[config.mk]
export PLATFORM = sky130hd
export DESIGN_NAME = pattern_gen_flat
export DESIGN_NICKNAME = d
export VERILOG_FILES = /design/src/rtl/pattern_gen_if.sv /design/src/rtl/pattern_gen.sv /design/src/flat_wrapper.sv
export SDC_FILE = /design/constraint.sdc
export NUM_CORES = 1
export LEC_CHECK = 0
export ABC_AREA = 0
export CAP_MARGIN = 20
export CORE_MARGIN = 2
export CORE_UTILIZATION = 40
export DETAILED_ROUTE_END_ITERATION = 10
export GPL_ROUTABILITY_DRIVEN = 0
export PLACE_DENSITY = 0.68
export SETUP_SLACK_MARGIN = 0.15
export SYNTH_ARGS = -nofsm -noshare
export SYNTH_HDL_FRONTEND = slang
export SYNTH_SLANG_ARGS = --single-unit
[constraint.sdc]
create_clock -name iclk -period 5.45 [get_ports iclk]
set_input_delay 0.545 -clock iclk [delete_from_list [all_inputs] [get_ports iclk]]
set_output_delay 0.545 -clock iclk [all_outputs]
set_load 0.02 [all_outputs]
[src/rtl/pattern_gen_if.sv]
// Video bus between the display timing generator, pattern_gen and the panel side.
// master drives the timing/mode inputs; slave (pattern_gen) drives the re-timed RGB stream.
interface pattern_gen_if #(
    parameter int COORD_W = 22
);
    logic               ivsync;
    logic               ihsync;
    logic               ide;
    logic [COORD_W-1:0] ix_coord;
    logic [COORD_W-1:0] iy_coord;
    logic [2:0]         imode;
    logic               ovsync;
    logic               ohsync;
    logic               ode;
    logic [7:0]         ored;
    logic [7:0]         ogreen;
    logic [7:0]         oblue;
    logic [2:0]         opattern;
    logic               oframe_start;

    modport master (
        output ivsync, ihsync, ide, ix_coord, iy_coord, imode,
        input  ovsync, ohsync, ode, ored, ogreen, oblue, opattern, oframe_start
    );

    modport slave (
        input  ivsync, ihsync, ide, ix_coord, iy_coord, imode,
        output ovsync, ohsync, ode, ored, ogreen, oblue, opattern, oframe_start
    );
endinterface

[src/rtl/pattern_gen.sv]
// Test-pattern pixel source: 2-stage RGB pipeline with sync/DE re-timed to match.
// Define PATTERN_AUTO_EN to cycle patterns 0..5 automatically instead of following imode.
module pattern_gen #(
    parameter int H_PIXEL            = 400,
    parameter int V_PIXEL            = 240,
    parameter int COORD_W            = 22,
    parameter int BOX_SIZE           = 32,
    parameter int FRAMES_PER_PATTERN = 60
) (
    input  logic          iclk,
    input  logic          irst,
    pattern_gen_if.slave  bus
);
    localparam int                 BAR_W     = H_PIXEL / 8;
    localparam logic [8:0]         BAR_LAST  = 9'(BAR_W - 1);
    localparam logic [8:0]         BOX_X_MAX = 9'(H_PIXEL - BOX_SIZE);
    localparam logic [COORD_W-1:0] BOX_LEN   = COORD_W'(BOX_SIZE);
    localparam logic [COORD_W-1:0] Y_TOP     = COORD_W'(V_PIXEL / 2 - BOX_SIZE / 2);
    localparam logic [COORD_W-1:0] Y_BOT     = COORD_W'(V_PIXEL / 2 - BOX_SIZE / 2 + BOX_SIZE);
    localparam logic [COORD_W-1:0] X_LAST    = COORD_W'(H_PIXEL - 1);
    localparam logic [COORD_W-1:0] Y_LAST    = COORD_W'(V_PIXEL - 1);

    // Bar index stops at the last (black) bar if the line runs long.
    function automatic logic [8:0] sat_bar(input logic [8:0] bar);
        return (bar >= 9'd7) ? 9'd7 : bar + 9'd1;
    endfunction

    function automatic logic [23:0] colour(input logic [2:0] pat, input logic [8:0] bar,
                                           input logic [7:0] grey, input logic chk,
                                           input logic in_box, input logic border);
        logic [23:0] c;
        c = 24'h000000;
        case (pat)
            3'd0: begin
                case (bar)
                    9'd0:    c = 24'hFFFFFF;
                    9'd1:    c = 24'hFFFF00;
                    9'd2:    c = 24'h00FFFF;
                    9'd3:    c = 24'h00FF00;
                    9'd4:    c = 24'hFF00FF;
                    9'd5:    c = 24'hFF0000;
                    9'd6:    c = 24'h0000FF;
                    default: c = 24'h000000;
                endcase
            end
            3'd1:    c = {grey, grey, grey};
            3'd2:    c = chk ? 24'hFFFFFF : 24'h000000;
            3'd3:    c = in_box ? 24'hFF0000 : 24'h0000FF;
            3'd4:    c = 24'hFFFFFF;
            3'd5:    c = border ? 24'hFFFFFF : 24'h000000;
            default: c = 24'h000000;
        endcase
        return c;
    endfunction

    // Frame-level control state
    logic       vs_prev_q;
    logic       fs_q, fs_d;
    logic [2:0] pattern_q, pattern_d;
    logic [8:0] box_x_q, box_x_d;
`ifdef PATTERN_AUTO_EN
    localparam int FC_W = (FRAMES_PER_PATTERN > 1) ? $clog2(FRAMES_PER_PATTERN) : 1;
    logic [FC_W-1:0] fc_q, fc_d;
`endif

    // Stage 1 registers
    logic       vs_p1_q, hs_p1_q, de_p1_q;
    logic [8:0] bar_p1_q, bar_p1_d;
    logic [8:0] inbar_p1_q, inbar_p1_d;
    logic [7:0] grey_p1_q;
    logic       chk_p1_q, chk_p1_d;
    logic       box_p1_q, box_p1_d;
    logic       border_p1_q, border_p1_d;

    // Stage 2 registers
    logic        vs_p2_q, hs_p2_q, de_p2_q;
    logic [23:0] rgb_p2_q, rgb_p2_d;

    logic [COORD_W-1:0] x, y, bx;
    assign x  = bus.ix_coord;
    assign y  = bus.iy_coord;
    assign bx = COORD_W'(box_x_q);

    always_comb begin
        fs_d      = bus.ivsync & ~vs_prev_q;
        pattern_d = pattern_q;
        box_x_d   = box_x_q;
`ifdef PATTERN_AUTO_EN
        fc_d      = fc_q;
`endif
        if (fs_d) begin
            box_x_d = (box_x_q >= BOX_X_MAX) ? 9'd0 : box_x_q + 9'd1;
`ifdef PATTERN_AUTO_EN
            if (fc_q == FC_W'(FRAMES_PER_PATTERN - 1)) begin
                fc_d      = '0;
                pattern_d = (pattern_q >= 3'd5) ? 3'd0 : pattern_q + 3'd1;
            end else begin
                fc_d = fc_q + 1'b1;
            end
`else
            pattern_d = bus.imode;
`endif
        end
    end

    // Counters restart on the first active pixel, i.e. when the previous sample had DE low.
    always_comb begin
        bar_p1_d   = 9'd0;
        inbar_p1_d = 9'd0;
        if (bus.ide && de_p1_q) begin
            if (inbar_p1_q >= BAR_LAST) begin
                inbar_p1_d = 9'd0;
                bar_p1_d   = sat_bar(bar_p1_q);
            end else begin
                inbar_p1_d = inbar_p1_q + 9'd1;
                bar_p1_d   = bar_p1_q;
            end
        end
        chk_p1_d    = x[4] ^ y[4];
        box_p1_d    = (x >= bx) && (x < bx + BOX_LEN) && (y >= Y_TOP) && (y < Y_BOT);
        border_p1_d = (x == '0) || (x == X_LAST) || (y == '0) || (y == Y_LAST);
    end

    always_comb begin
        rgb_p2_d = de_p1_q ? colour(pattern_q, bar_p1_q, grey_p1_q, chk_p1_q, box_p1_q, border_p1_q)
                           : 24'h000000;
    end

    always_ff @(posedge iclk) begin
        if (irst) begin
            vs_prev_q   <= 1'b1;
            fs_q        <= 1'b0;
            pattern_q   <= 3'd0;
            box_x_q     <= 9'd0;
`ifdef PATTERN_AUTO_EN
            fc_q        <= '0;
`endif
            vs_p1_q     <= 1'b0;
            hs_p1_q     <= 1'b0;
            de_p1_q     <= 1'b0;
            bar_p1_q    <= 9'd0;
            inbar_p1_q  <= 9'd0;
            grey_p1_q   <= 8'd0;
            chk_p1_q    <= 1'b0;
            box_p1_q    <= 1'b0;
            border_p1_q <= 1'b0;
            vs_p2_q     <= 1'b0;
            hs_p2_q     <= 1'b0;
            de_p2_q     <= 1'b0;
            rgb_p2_q    <= 24'h000000;
        end else begin
            vs_prev_q   <= bus.ivsync;
            fs_q        <= fs_d;
            pattern_q   <= pattern_d;
            box_x_q     <= box_x_d;
`ifdef PATTERN_AUTO_EN
            fc_q        <= fc_d;
`endif
            // stage 1: register inputs and per-pixel pattern terms
            vs_p1_q     <= bus.ivsync;
            hs_p1_q     <= bus.ihsync;
            de_p1_q     <= bus.ide;
            bar_p1_q    <= bar_p1_d;
            inbar_p1_q  <= inbar_p1_d;
            grey_p1_q   <= x[7:0];
            chk_p1_q    <= chk_p1_d;
            box_p1_q    <= box_p1_d;
            border_p1_q <= border_p1_d;
            // stage 2: final colour, blanked outside DE
            vs_p2_q     <= vs_p1_q;
            hs_p2_q     <= hs_p1_q;
            de_p2_q     <= de_p1_q;
            rgb_p2_q    <= rgb_p2_d;
        end
    end

    assign bus.ovsync       = vs_p2_q;
    assign bus.ohsync       = hs_p2_q;
    assign bus.ode          = de_p2_q;
    assign bus.ored         = rgb_p2_q[23:16];
    assign bus.ogreen       = rgb_p2_q[15:8];
    assign bus.oblue        = rgb_p2_q[7:0];
    assign bus.opattern     = pattern_q;
    assign bus.oframe_start = fs_q;
endmodule
[src/flat_wrapper.sv]
// flat-port wrapper written by rule: the top's interface ports become plain ports
module pattern_gen_flat 
#(
    parameter int H_PIXEL            = 400,
    parameter int V_PIXEL            = 240,
    parameter int COORD_W            = 22,
    parameter int BOX_SIZE           = 32,
    parameter int FRAMES_PER_PATTERN = 60
)
  (iclk, irst, bus_ivsync, bus_ihsync, bus_ide, bus_ix_coord, bus_iy_coord, bus_imode, bus_ovsync, bus_ohsync, bus_ode, bus_ored, bus_ogreen, bus_oblue, bus_opattern, bus_oframe_start);
  pattern_gen_if #(.COORD_W(COORD_W)) bus_i ();
  input  logic iclk;
  input  logic irst;
  input wire logic [$bits(bus_i.ivsync)-1:0] bus_ivsync;
  input wire logic [$bits(bus_i.ihsync)-1:0] bus_ihsync;
  input wire logic [$bits(bus_i.ide)-1:0] bus_ide;
  input wire logic [$bits(bus_i.ix_coord)-1:0] bus_ix_coord;
  input wire logic [$bits(bus_i.iy_coord)-1:0] bus_iy_coord;
  input wire logic [$bits(bus_i.imode)-1:0] bus_imode;
  output wire logic [$bits(bus_i.ovsync)-1:0] bus_ovsync;
  output wire logic [$bits(bus_i.ohsync)-1:0] bus_ohsync;
  output wire logic [$bits(bus_i.ode)-1:0] bus_ode;
  output wire logic [$bits(bus_i.ored)-1:0] bus_ored;
  output wire logic [$bits(bus_i.ogreen)-1:0] bus_ogreen;
  output wire logic [$bits(bus_i.oblue)-1:0] bus_oblue;
  output wire logic [$bits(bus_i.opattern)-1:0] bus_opattern;
  output wire logic [$bits(bus_i.oframe_start)-1:0] bus_oframe_start;
  assign bus_i.ivsync = bus_ivsync;
  assign bus_i.ihsync = bus_ihsync;
  assign bus_i.ide = bus_ide;
  assign bus_i.ix_coord = bus_ix_coord;
  assign bus_i.iy_coord = bus_iy_coord;
  assign bus_i.imode = bus_imode;
  assign bus_ovsync = bus_i.ovsync;
  assign bus_ohsync = bus_i.ohsync;
  assign bus_ode = bus_i.ode;
  assign bus_ored = bus_i.ored;
  assign bus_ogreen = bus_i.ogreen;
  assign bus_oblue = bus_i.oblue;
  assign bus_opattern = bus_i.opattern;
  assign bus_oframe_start = bus_i.oframe_start;
  pattern_gen #(.H_PIXEL(H_PIXEL), .V_PIXEL(V_PIXEL), .COORD_W(COORD_W), .BOX_SIZE(BOX_SIZE), .FRAMES_PER_PATTERN(FRAMES_PER_PATTERN)) u_core (.iclk(iclk), .irst(irst), .bus(bus_i));
endmodule
Word-level counts from Yosys, hierarchy flattened:

Cells that the tools add are included.

* bits in registers: 73
* logic and storage cells: 67
* bits of input ports: 52

* bitwise gates (word level): 5
* equality and inequality tests: 13
* multiplexer cells: 7
* magnitude comparators: 7
* reductions and logical operators: 14
* add/subtract/negate cells: 4

Operators by type and width (count)
* $pmux W24 S7: 1
* $pmux W24 S6: 1
* $mux W24: 3
* $logic_not A22 Y1: 2
* $add A9 B1 Y9 const B: 3
* $eq A9 B3 Y1 const B: 3
* $eq A22 B8 Y1 const B: 1
* $eq A22 B9 Y1 const B: 1
* $ge A22 B7 Y1 const B: 1
* $ge A22 B9 Y1: 1
* $lt A22 B22 Y1: 1
* $lt A22 B8 Y1 const B: 1
* $eq A9 B2 Y1 const B: 2
* $mux W9: 2
* $add A9 B6 Y10 const B: 1
* $eq A9 B1 Y1 const B: 1
* $ge A9 B3 Y1 const B: 1
* $ge A9 B6 Y1 const B: 1
* $ge A9 B9 Y1 const B: 1
* $logic_not A9 Y1: 1
* $eq A3 B2 Y1 const B: 2
* $eq A3 B3 Y1 const B: 2
* $logic_and A1 B1 Y1: 4
* $reduce_or A2 Y1: 2
* other kinds (7): 11

Depth between registers and ports, before layout:

Gate-level depths: netlist (run 1).

* depth in word-level cells: 5
* mapped depth: 8

Worst setup path before layout (run 1):

Ideal clock, no wire load.

* kind: reg2reg
* from: register u_core.inbar_p1_q[1]
* to: register u_core.inbar_p1_q[2]
* arrival time: 2.009 ns
* buffers on the path: 1
* setup slack: 3.377 ns
* cell stages (with the launch flop): 9
* library setup time: 0.064 ns
* clock period less this slack: 2.073 ns
* cells stage by stage: dfxtp_1 > inv_1 > ha_1 > or3_1 > o311a_1 > or4_4 > or2_1 > buf_6 > nor2_1

* cells in the longest elaborated chain, start to end: 2

RTL lines
* from (decl): line pattern_gen.sv:69 `logic [8:0] inbar_p1_q, inbar_p1_d;`
* from (signal assigned): line pattern_gen.sv:164 `inbar_p1_q <= inbar_p1_d;`
* $ge A9 B6 Y1: line pattern_gen.sv:111 `if (inbar_p1_q >= BAR_LAST) begin`
* $reduce_or A3 Y1 (no source line)

Several ways; a longest one is shown, not always the timed one.
A chain may end at the register's enable or synchronous reset.

Final worst setup path (run 1):

* from: register u_core.inbar_p1_q[1]
* to: register u_core.inbar_p1_q[5]

Same word-level chain as after synthesis.

==> flow_summary_export.csv, run 1 <==
group,metric,value,unit
global_route,gr-total-overflow,0,
synthesis,synth_area_per_cell,9.132,um2
synthesis,synth_ff_type,"dfxtp_1",
critical_path,critical_path_class,"flop to flop",
global_route,antenna_found_initial,0,
critical_path,cp.required,5.73,ns
finish,diodes,0,
routing,drtIter0Drc,91,
global_route,grt_pass1_vias,2589,
synthesis,synth_top_area_cell,"dfxtp_1",
routing,routed_via_density,4.877,
timing,finalSetupTns,0,ns
finish,final_core_util,0.5581,
routing,avgRoutedWirePerCell,13.12,um
global_route,use_met3,0.04719,
routing,wirelength,7.043,mm
worst_hold_path,min_path_type,"flop to flop",
timing,clock_skew,0.006194,ns
synthesis,syn_area,0.003123,mm2
finish,layout_common_cells,"82 x clkdlybuf4s50_1, 73 x dfxtp_1, 38 x a21oi_1, 32 x nor2_1, 26 x nand2_1",
global_route,grt_usage,0.1773,
clock_network,htreeDepth,3,
timing,drv_slew,0,
pwr,leakagePower,1.576,nW
clock_network,ctsResizeCount,0,
clock_network,cts_buffers,9,
clock_network,holdBufCountCts,0,
clock_network,cts_buffer_depth,2,
global_route,grt_pass1_wl,12.04,mm
timing,finalHoldViolCount,0,
synthesis,synth_edf_count,0,
die,die-width,92.36,um
status,outcome,"finished clean",
synthesis,synth_seq_area_share,0.4679,
critical_path,critPathLaunchType,"flop",
die,design.core.area,0.007647,mm2
critical_path,cp_cell_sequence,"inv_1 -> ha_1 -> or3_1 -> o311a_1 -> or4_4 -> or2_1 -> nor2_1",
pwr,totalPowerFinal,1.156,mW
clock_network,cts_tree,"yes",
clock_network,cts_root_buffer,"clkbuf_8",
synthesis,async_flop_share,0,
die,die_h,92.36,um
placement,place.port_buffers,82,
finish,layout-drive-gt1-share,0.05747,
timing,fin_crit_sh,0.4206,
global_route,use_met2,0.3047,
synthesis,yosys_warnings,0,
placement,dp_slack,2.854,ns
pwr,ir_worst_vdd,0.0001774,V
placement,dp_cells,521,
critical_path,crit_path_end_kind,"flop",
finish,syn_to_final_growth,36.66,%
routing,drc_errors,0,
timing,setup_violations,0,
routing,ant_nets,0,
timing,slew-limit-headroom,0.4564,
finish,fill_cells,703,
die,num_io_pins,83,
clock_network,clock-sinks,73,
critical_path,slowest_delay,0.51,ns
timing,worst_slew_pin_slew,0.8138,ns
critical_path,worstPathMaxFanout,12,
timing,layout_setup_ws,3.158,ns
synthesis,yosysTopAreaCellShare,0.4679,
routing,drt_pass1_iterations,4,
finish,nets,505,
finish,final_cells,537,
placement,dp_hpwl,5.475,mm
die,start_util,0.4084,
global_route,use_met1,0.2151,
die,num_rows,32,
synthesis,yosys_register_bits,73,
flow_run,drv_cap,0,
die,die_area,0.008530,mm2
pwr,power.density,270.8,mW/mm2
timing,rsz0062_at_grt,"no",
clock_network,clk_latency,0.34,ns
global_route,top_usage_layer,"met2",
critical_path,critical_path_arrival,2.57,ns
synthesis,synthDistinctLibCells,44,
finish,mostFrequentLayoutCell,"clkdlybuf4s50_1",
synthesis,synth_area_leaders,"dfxtp_1 47%, ha_1 9.2%, a21oi_1 6.1%",
timing,min_period,2.292,ns
clock_network,post-cts-setup-buffers,0,
global_route,grt_max_degree,32,
routing,route.vias.total,2619,
clock_network,clk_pin_slew,0.08,ns
timing,clock.fmax,0.4363,GHz
critical_path,crit_slowest_cell,"or4_4",
synthesis,postSynthCellCount,342,
-- cells in the mapped netlist (5+ instances only) --
master and count:
nand2_1 26, nand3_1 10, ha_1 23, dfxtp_1 73, nor2_1 32, clkbuf_1 5
nor2b_1 20, nor3_1 18, a21oi_1 38, inv_1 20, xnor2_1 12, nor4_1 7
-- worst paths after layout --
check | startpoint | end | slack [ns] | cells after the start
min reg2reg | u_core.hs_p1_q$_SDFF_PP0_ | u_core.bus.ohsync$_SDFF_PP0_ | 0.44 | 1
max | u_core.inbar_p1_q[1]$_SDFF_PP0_ | u_core.inbar_p1_q[5]$_SDFF_PP0_ | 3.16 | 7
max reg2reg | u_core.inbar_p1_q[1]$_SDFF_PP0_ | u_core.inbar_p1_q[5]$_SDFF_PP0_ | 3.16 | 7
min | u_core.hs_p1_q$_SDFF_PP0_ | u_core.bus.ohsync$_SDFF_PP0_ | 0.44 | 1
-- final cells by class --
class                      count  area (um2)  area share
multi-input combinational    243        1546      0.3624
sequential                    73        1461      0.3424
timing repair buffer          83       828.3      0.1941
clock buffer                  10       137.6     0.03225
tap                          102       127.6     0.02990
clock inverter                 6       91.34     0.02140
inverter                      20       75.07     0.01759
-- layer usage --
metal  wire length, um  vias to the layer above
met1              3096                     1183
met3               311                       10
met5                 0                        -
met2              3525                       59
met4               110                        0
li1                  -                     1367
-- kinds of logic after synthesis --
logic type	after synthesis	synth area share
other cells	1	0.001201
simple gates	134	0.2172
compound gates	66	0.1334
buf+inv	28	0.03926
mux	3	0.009616
fa+ha+maj	23	0.09215
flops	73	0.4679
xor+xnor	14	0.03926
-- report_power, final --
group,internal [mW],leakage [nW],total (mW),switching (mW)
registers,0.551,0.597,0.558,0.00696
logic,0.0709,0.863,0.130,0.0587
clock network,0.272,0.116,0.468,0.197
total,0.893,1.58,1.16,0.262
-- registers in the layout (all words and copies together), names as in the netlist, 3 cells and up --
name	flops
u_core.bar_p1_q	9
u_core.rgb_p2_q	24
u_core.inbar_p1_q	9
u_core.bus.opattern	3
u_core.grey_p1_q	8
u_core.box_x_q	9
-- worst max-delay path: cells and delay by family, from the launching register on --
kind                     cells  cell delay, ns
AO/OA/AOI/OAI                1            0.30
adder cells (fa/ha/maj)      1            0.16
buffers and inverters        1            0.05
flip-flops                   1            0.36
AND/OR/NAND/NOR              4            1.35
-- through the flow --
step,hold slack (ns),area [um2]
final,0.4445,4268
after global routing,0.4651,4268
after CTS,0.4494,4268
after detailed placement,0.4305,4039
after global placement,0.4323,4039
after floorplan,0.4138,3131
Note: power is estimated with default switching activity, not from simulation.
==> inputs of run 2 (changes only) <==
- PLACE_DENSITY: 0.68 -> 0.71
- clock period: 5.45 -> 2 ns (I/O delays scaled with it)
==> flow_summary_export.csv, run 2 (synthesis results as in run 1) <==
group,metric,value,unit
timing,fin_crit_sh,1.069,
pwr,leakagePower,1.682,nW
routing,route.vias.total,2716,
die,num_rows,32,
finish,diodes,0,
finish,final_cells,558,
finish,regMostFlops,"u_core.rgb_p2_q",
routing,avgRoutedWirePerCell,12.73,um
clock_network,clock-sinks,73,
critical_path,r2r_slack,-0.14,ns
finish,fin_area,0.004517,mm2
pwr,power.density,671.3,mW/mm2
timing,rsz0062_at_grt,"yes",
placement,place.port_buffers,82,
finish,layout-drive-gt1-share,0.1513,
routing,drc_errors,0,
clock_network,post-cts-setup-buffers,0,
routing,routed_via_density,4.867,
timing,clock.fmax,0.4675,GHz
clock_network,clk_pin_slew,0.08,ns
die,design.core.area,0.007647,mm2
die,num_io_pins,83,
clock_network,cts_root_buffer,"clkbuf_8",
die,start_util,0.4084,
global_route,grt_pass1_wl,12.17,mm
clock_network,holdBufCountCts,0,
timing,drv_slew,0,
global_route,grt_max_degree,30,
global_route,grt_pass1_vias,2741,
finish,syn_to_final_growth,44.63,%
timing,layout_setup_ws,-0.1389,ns
timing,clock_skew,0.01146,ns
global_route,top_usage_layer,"met2",
global_route,gr-total-overflow,0,
pwr,ir_worst_vdd,0.0003265,V
clock_network,cts_buffer_depth,2,
global_route,use_met1,0.2224,
timing,hold_slack,0.4028,ns
critical_path,critical_path_arrival,2.42,ns
clock_network,cts_tree,"yes",
clock_network,cts_buffers,9,
clock_network,clk_latency,0.35,ns
routing,wirelength,7.102,mm
global_route,grt_usage,0.1808,
timing,min_period,2.139,ns
routing,drtIter0Drc,80,
critical_path,critical_path_class,"flop to flop",
finish,mostFrequentLayoutCell,"clkdlybuf4s50_1",
global_route,antenna_found_initial,0,
die,die-width,92.36,um
critical_path,cp.required,2.28,ns
timing,finalHoldViolCount,0,
die,die_area,0.008530,mm2
critical_path,crit_path_end_kind,"flop",
finish,nets,526,
die,die_h,92.36,um
placement,dpl_cell_area,0.004225,mm2
worst_hold_path,min_path_type,"input port to flop",
critical_path,critPathLaunchType,"flop",
global_route,use_met2,0.2968,
finish,layout_common_cells,"82 x clkdlybuf4s50_1, 68 x dfxtp_1, 36 x a21oi_1, 26 x nor2_1, 26 x nand2_1",
placement,dp_cells,542,
routing,ant_nets,0,
finish,largest_reg_flops,24,
routing,drt_pass1_iterations,4,
flow_run,drv_cap,0,
placement,dp_hpwl,5.524,mm
clock_network,htreeDepth,3,
timing,setup_violations,15,
status,violations,"setup timing",
critical_path,worstPathMaxFanout,5,
global_route,use_met3,0.05614,
status,outcome,"finished, violations left",
[run 2: metal layers]
metal | routed length [um] | vias to the layer above
met5 | 0 | -
met2 | 3166 | 90
met4 | 118 | 0
met3 | 475 | 9
li1 | - | 1407
met1 | 3342 | 1210
[run 2: worst max-delay path: stages (launching register included)]
cell and delay, ns:
dfxtp_2 0.33, inv_2 0.04, ha_4 0.14, or3_1 0.36, o311a_1 0.29, or4_4 0.47, buf_12 0.16, a21oi_4 0.15
nor2b_1 0.15
[run 2: repair_timing]
item / in CTS / in global routing
gates resized for setup: 8 / 15
pin swaps: 6 / 6
setup endpoints to repair: 40 / 37
[run 2: where the power goes]
| group | switching, mW | internal (mW) |
|---|---|---|
| combinational | 0.169 | 0.217 |
| sequential | 0.0175 | 1.50 |
| clock | 0.548 | 0.580 |
[run 2: area by class of cell]
cell class              count  area (um2)
well taps                 102       127.6
flip-flops and latches     73        1468
clock inverters             6       67.56
repair buffers            104       998.5
multi-input cells         243        1653
fillers                   656        3131
clock buffers              10       127.6
inverters                  20       75.07
[run 2: worst paths after layout]
path                                   start  depth (start not counted)                         endpoint
max          u_core.inbar_p1_q[1]$_SDFF_PP0_                          8  u_core.bar_p1_q[5]$_SDFFE_PP0P_
min                               bus_ihsync                          2        u_core.hs_p1_q$_SDFF_PP0_
max reg2reg  u_core.inbar_p1_q[1]$_SDFF_PP0_                          8  u_core.bar_p1_q[5]$_SDFFE_PP0P_
min reg2reg        u_core.vs_p1_q$_SDFF_PP0_                          1     u_core.bus.ovsync$_SDFF_PP0_
[run 2: metrics by stage]
| step | power [mW] | TNS (ns) | setup slack (ns) | utilization |
|---|---|---|---|---|
| floorplan | 1.707 | -0.5969 | -0.05820 | - |
| global placement | 1.923 | -1.281 | -0.1095 | 0.5525 |
| detailed placement | 1.930 | -1.714 | -0.1485 | 0.5525 |
| CTS | 3.050 | -1.132 | -0.1334 | 0.5828 |
| global route | 3.177 | -2.600 | -0.2547 | 0.5906 |
| finish | 3.032 | -1.215 | -0.1389 | 0.5906 |
